## src/rtl/response_sender_if.sv

```systemverilog
// Byte-level handshake bundle between the frame source, response_sender and the UART TX.
// master drives the requests and tx_done; slave is the response_sender itself.
interface response_sender_if;
    logic       send;
    logic [7:0] response_code;
    logic [7:0] response_data;
    logic       tx_done;
    logic       tx_start;
    logic [7:0] tx_data;
    logic       busy;
    logic       done;
    logic       error;
    logic [2:0] debug_state;

    modport master (
        output send, response_code, response_data, tx_done,
        input  tx_start, tx_data, busy, done, error, debug_state
    );

    modport slave (
        input  send, response_code, response_data, tx_done,
        output tx_start, tx_data, busy, done, error, debug_state
    );
endinterface

```

## src/rtl/response_sender.sv

```systemverilog
// Serialises a 2-byte response frame (code, then data) into a UART TX byte port,
// pacing bytes on tx_done with a programmable gap and aborting on transmitter timeout.
module response_sender #(
    parameter int GAP_CYCLES     = 2,
    parameter int TIMEOUT_CYCLES = 50000
) (
    input  logic              clock,
    input  logic              reset,
    response_sender_if.slave  bus
);

    localparam int CNT_MAX = (TIMEOUT_CYCLES > GAP_CYCLES) ? TIMEOUT_CYCLES : GAP_CYCLES;
    localparam int CNT_W   = (CNT_MAX < 1) ? 1 : $clog2(CNT_MAX + 1);
    localparam logic [CNT_W-1:0] TIMEOUT_LAST = CNT_W'(TIMEOUT_CYCLES - 1);
    localparam logic [CNT_W-1:0] GAP_LAST     = CNT_W'((GAP_CYCLES > 0) ? GAP_CYCLES - 1 : 0);

    typedef enum logic [2:0] {
        IDLE      = 3'd0,
        SEND_CODE = 3'd1,
        WAIT_CODE = 3'd2,
        GAP       = 3'd3,
        SEND_DATA = 3'd4,
        WAIT_DATA = 3'd5,
        FINISH    = 3'd6,
        ABORT     = 3'd7
    } state_t;

    state_t           state;
    logic [CNT_W-1:0] cnt;
    logic [7:0]       data_q;
    logic             tx_start_q;
    logic [7:0]       tx_data_q;
    logic             busy_q;
    logic             done_q;
    logic             error_q;

    // Outputs are the registers themselves; tx_start is high exactly while in SEND_*.
    always_ff @(posedge clock) begin
        if (reset) begin
            state      <= IDLE;
            cnt        <= '0;
            data_q     <= 8'h00;
            tx_start_q <= 1'b0;
            tx_data_q  <= 8'h00;
            busy_q     <= 1'b0;
            done_q     <= 1'b0;
            error_q    <= 1'b0;
        end else begin
            // NOTE: non-blocking throughout, so every branch below sees pre-edge values
            // and the one-cycle pulses default low unless a branch re-arms them.
            tx_start_q <= 1'b0;
            done_q     <= 1'b0;
            error_q    <= 1'b0;

            case (state)
                IDLE: begin
                    if (bus.send) begin
                        data_q     <= bus.response_data;
                        tx_data_q  <= bus.response_code;
                        tx_start_q <= 1'b1;
                        busy_q     <= 1'b1;
                        state      <= SEND_CODE;
                    end
                end

                SEND_CODE: begin
                    cnt   <= '0;
                    state <= WAIT_CODE;
                end

                WAIT_CODE: begin
                    if (bus.tx_done) begin
                        cnt <= '0;
                        if (GAP_CYCLES == 0) begin
                            tx_data_q  <= data_q;
                            tx_start_q <= 1'b1;
                            state      <= SEND_DATA;
                        end else begin
                            state <= GAP;
                        end
                    end else if (cnt == TIMEOUT_LAST) begin
                        error_q <= 1'b1;
                        busy_q  <= 1'b0;
                        state   <= ABORT;
                    end else begin
                        cnt <= cnt + 1'b1;
                    end
                end

                GAP: begin
                    if (cnt == GAP_LAST) begin
                        tx_data_q  <= data_q;
                        tx_start_q <= 1'b1;
                        state      <= SEND_DATA;
                    end else begin
                        cnt <= cnt + 1'b1;
                    end
                end

                SEND_DATA: begin
                    cnt   <= '0;
                    state <= WAIT_DATA;
                end

                // tx_done is checked before the timeout so a same-cycle tie completes the byte.
                WAIT_DATA: begin
                    if (bus.tx_done) begin
                        done_q <= 1'b1;
                        busy_q <= 1'b0;
                        state  <= FINISH;
                    end else if (cnt == TIMEOUT_LAST) begin
                        error_q <= 1'b1;
                        busy_q  <= 1'b0;
                        state   <= ABORT;
                    end else begin
                        cnt <= cnt + 1'b1;
                    end
                end

                FINISH:  state <= IDLE;
                ABORT:   state <= IDLE;
                default: state <= IDLE;
            endcase
        end
    end

    assign bus.tx_start    = tx_start_q;
    assign bus.tx_data     = tx_data_q;
    assign bus.busy        = busy_q;
    assign bus.done        = done_q;
    assign bus.error       = error_q;
    assign bus.debug_state = state;

endmodule

```

## src/flat_wrapper.sv

```systemverilog
// flat-port wrapper written by rule: the top's interface ports become plain ports
module response_sender_flat 
#(
    parameter int GAP_CYCLES     = 2,
    parameter int TIMEOUT_CYCLES = 50000
)
  (clock, reset, bus_send, bus_response_code, bus_response_data, bus_tx_done, bus_tx_start, bus_tx_data, bus_busy, bus_done, bus_error, bus_debug_state);
  response_sender_if bus_i ();
  input  logic clock;
  input  logic reset;
  input wire logic [$bits(bus_i.send)-1:0] bus_send;
  input wire logic [$bits(bus_i.response_code)-1:0] bus_response_code;
  input wire logic [$bits(bus_i.response_data)-1:0] bus_response_data;
  input wire logic [$bits(bus_i.tx_done)-1:0] bus_tx_done;
  output wire logic [$bits(bus_i.tx_start)-1:0] bus_tx_start;
  output wire logic [$bits(bus_i.tx_data)-1:0] bus_tx_data;
  output wire logic [$bits(bus_i.busy)-1:0] bus_busy;
  output wire logic [$bits(bus_i.done)-1:0] bus_done;
  output wire logic [$bits(bus_i.error)-1:0] bus_error;
  output wire logic [$bits(bus_i.debug_state)-1:0] bus_debug_state;
  assign bus_i.send = bus_send;
  assign bus_i.response_code = bus_response_code;
  assign bus_i.response_data = bus_response_data;
  assign bus_i.tx_done = bus_tx_done;
  assign bus_tx_start = bus_i.tx_start;
  assign bus_tx_data = bus_i.tx_data;
  assign bus_busy = bus_i.busy;
  assign bus_done = bus_i.done;
  assign bus_error = bus_i.error;
  assign bus_debug_state = bus_i.debug_state;
  response_sender #(.GAP_CYCLES(GAP_CYCLES), .TIMEOUT_CYCLES(TIMEOUT_CYCLES)) u_core (.clock(clock), .reset(reset), .bus(bus_i));
endmodule
```

## config.mk

```make
export PLATFORM = sky130hd
export DESIGN_NAME = response_sender_flat
export DESIGN_NICKNAME = d
export VERILOG_FILES = /design/src/rtl/response_sender_if.sv /design/src/rtl/response_sender.sv /design/src/flat_wrapper.sv
export SDC_FILE = /design/constraint.sdc
export NUM_CORES = 1
export LEC_CHECK = 0
export ABC_AREA = 1
export BUFFER_PORTS_ARGS = -buffer_cell sky130_fd_sc_hd__clkbuf_2
export CAP_MARGIN = 20
export CELL_PAD_IN_SITES_DETAIL_PLACEMENT = 0
export CELL_PAD_IN_SITES_GLOBAL_PLACEMENT = 1
export CORE_UTILIZATION = 41
export CTS_BUF_LIST = sky130_fd_sc_hd__clkbuf_8
export CTS_CLUSTER_DIAMETER = 100
export DETAILED_ROUTE_END_ITERATION = 8
export PLACE_DENSITY = 0.9
export SETUP_SLACK_MARGIN = 0.15
export SYNTH_ARGS = -nofsm -noshare
export SYNTH_HDL_FRONTEND = slang
export SYNTH_SLANG_ARGS = --single-unit
```

## constraint.sdc

```tcl
create_clock -name clock -period 1.71 [get_ports clock]
set_input_delay 0.0855 -clock clock [delete_from_list [all_inputs] [get_ports clock]]
set_output_delay 0.0855 -clock clock [all_outputs]
set_load 0.005 [all_outputs]
```

==> summary.txt <==
Pwr
  – Switching share of power: 0.376
  – Flop pwr share: 0.398
  – Clk pwr share: 0.264
  – Leak: about 1.3 nW
  – Max IR drop VDD: 0.591 mV
  – Power Total: between 0.003 and 0.004 W
  – Pwr Density: around 1000 nW/um^2
  – Sw power: around 0.0011 W
  – Internal Power: 0.00191 W
  – Comb pwr share: 0.338

Floorplan
  – Site Rows: 27
  – Core Footprint: roughly 5500 um^2
  – Die area: ~6100 um^2
  – I/O pins: 35
  – Die X-Extent: 77.9 um
  – Initial Util: 0.427
  – Die Ht: roughly 78 um

GRT
  – Vias in the first global route: 2,280
  – First-pass GRT wire length: roughly 11 mm
  – Tot GR Track Use: 0.222
  – Grt ovf: 0
  – Largest net degree at the start of global routing: 20
  – Initial antenna violation count: 0

Yosys
  – Average cell area after synthesis: around 6.4 um^2
  – Synth warn: 0
  – Synth Net Count: 393
  – Post-synth top area share: 0.330
  – Biggest area consumer among synthesized cells: dfxtp_1
  – Post-synth design cell area: roughly 2400 um^2
  – Seq/Total Area, Yosys: 0.330
  – Cell variety after synth: 31
  – #FFs+latches synth: 39
  – Top cells by area, synth: dfxtp_1 33%, nand2_1 14%, nor2_1 8.3%
  – Syn Inst Count: about 370

Final layout
  – Layout cells sized above 1: 0.296
  – # diodes: 0
  – Non-Filler Instances: approximately 500
  – Layout area overhead: 27.1%
  – Layout Nets: 446

STA
  – Post-route minimum period: approximately 1600 ps
  – Maximum clock frequency: 635 MHz
  – Finish-stage setup viols: 0
  – Final hold viol count: 0
  – Slew Limit Fails: 0
  – Slew Limit Headroom: 0.735
  – Unrepaired setup endpoints after global routing: yes
  – Fin worst setup slack: 135 ps
  – Final Hold Slack: approximately 33 ps
  – Total negative slack: 0 ps
  – Fin crit share: 0.921
  – Slew of the pin with the lowest slew margin: around 400 ps
  – Worst Skew: between 7 and 8 ps

Clock tree
  – CTS tree: yes
  – Max Root-Sink Buffers: 2
  – Clk_lat worst skew: approximately 300 ps
  – Root Buffer: clkbuf_8
  – Sink Count: 39
  – Clock Pin Slew Worst Setup and Hold Paths: 90 ps
  – H-tree depth: 2
  – CTS buffer count: 5

Place
  – Hpwl dp: 4.65 mm
  – I/O Buffers: 34
  – Worst slack, placed: 70.6 ps
  – GPL Wtd Cong: ~0.89
  – # placed instances: roughly 480

Route
  – Max Used Layer: met4
  – WL/cell: 13.7 um
  – Remaining DRCs: 0
  – Vias per inst: roughly 5.3
  – Initial drt markers: 218
  – DR pass1 iterations: 5
  – Met3 WL: 355 um
  – Detailed Route WL: 6.79 mm
  – ANT nets after route: 0
  – Met2 WL post-DR: 3.15 mm
  – Wl on met1: about 3.2 mm
  – Total number of vias: 2,639

Critical path
  – Max incr delay on CP: between 300 and 400 ps
  – Crit path buf inv count: 5
  – Critical path's slowest cell: dfxtp_4
  – Crit Path Max Fanout: 8
  – Endpoint kind of the worst setup timing path: flop
  – Worst reg-to-reg setup slack: 130 ps
  – CP Data Required Time: 1900 ps
  – Arrival time at the worst endpoint: ~1800 ps
  – Critical Path, Cell by Cell: inv_4 -> ha_4 -> inv_2 -> nor2_1 -> nand2_1 -> nor2_2 -> nand3_4 -> buf_6 -> nand2_8 -> buf_6 -> buf_6 -> a31oi_1
  – Crit path top cell by count: buf_6
  – Crit start category: flop
  – Delay-heaviest family, CP: buffers and inverters
  – Setup CP Type: reg2reg

Job
  – MaxCap Viol Count: 0

Status
  – Status: completed

Min path
  – Hold Path Class: in2reg
layout make-up:
cell class | instances | area [um^2]
inverter | 32 | 134
clock buffer | 5 | 68.8
clock inverter | 3 | 46.3
multi-input combinational | 289 | 1500
timing repair buffer | 57 | 362
sequential | 39 | 806
tap | 72 | 90.1
fill | 566 | 2540
per-stage QoR:
stage                     cell area (um^2)   util
after floorplan                       2360      -
after global placement                2670  0.482
after detailed placement              2670  0.482
after CTS                             2800  0.505
after global routing                  3000  0.542
final                                 3000  0.542
cells in the mapped netlist:
master    number
a21oi_1       30
a21oi_2        1
a31oi_1        8
buf_2          3
buf_6          4
clkbuf_1       5
dfxtp_1       39
ha_1           2
inv_1         24
inv_2          8
nand2_1       91
nand2_2        4
nand2_4        1
nand3_1       33
nand3_2        1
nand3_4        1
nand4_1        6
nor2_1        52
nor2_2         4
nor2_4         2
nor3_1         4
nor4_1         1
o211ai_1       1
o21a_1         3
o21ai_0       21
o21ai_1       12
o21bai_1       2
o22ai_1        1
or2_2          2
xnor2_1        2
xor2_1         3
logic make-up (layout without fill, tap and decap cells):
kind of cell	after synthesis	count (layout)	share of synthesized area
fa+ha+maj	2	2	0.0106
compound gates	79	79	0.180
flops	39	39	0.330
xor+xnor	5	5	0.0185
simple gates	202	203	0.376
buf+inv	44	97	0.0842
timing repair:
item                       4_1_cts  5_1_grt
hold buffers                     0        0
pin swaps                        0        5
gates cloned                     0        2
setup endpoints to repair       26       29
buffers inserted                 0        5
resized for setup                7       55
cell usage in the layout, fill, tap and decap left out, types with 16 or more instances in the layout:
master / count
buf_4: 18
nand3_1: 32
nand2_1: 89
clkbuf_2: 34
nor2_1: 42
o21ai_1: 16
dfxtp_1: 25
a21oi_1: 29
o21ai_0: 17
inv_1: 20
final timing paths:
path              cells after the start                 start                     to
setup / recovery                     12         u_core.cnt[1]  u_core.bus.tx_data[6]
hold / removal                        3  bus_response_code[4]  u_core.bus.tx_data[4]
setup reg to reg                     12         u_core.cnt[1]  u_core.bus.tx_data[6]
hold reg to reg                       2      u_core.data_q[5]       u_core.data_q[5]
sequential cells by signal, indices dropped and copies added (netlist names):
| signal | count |
|---|---|
| u_core.bus.busy | 1 |
| u_core.bus.debug_state | 3 |
| u_core.bus.done | 1 |
| u_core.bus.error | 1 |
| u_core.bus.tx_data | 8 |
| u_core.bus.tx_start | 1 |
| u_core.cnt | 16 |
| u_core.data_q | 8 |
power by group through the flow:
stage,sequential [W],clock [W],combinational (W)
floorplan,0.00117,0,0.000670
global placement,0.00120,0,0.000861
detailed placement,0.00120,0,0.000867
CTS,0.00119,0.000817,0.000879
global route,0.00124,0.000854,0.00116
finish,0.00122,0.000808,0.00103
routing by layer:
layer	track usage	vias to the layer above
met2	0.352	65
met5	0	-
met1	0.321	1236
met3	0.0329	6
li1	-	1332
met4	0.0352	0
worst min-delay path: stages:
cell      delay, ps
clkbuf_2         80
nand2_1          50
a31oi_1          70
Note: power is estimated with default switching activity, not from simulation.
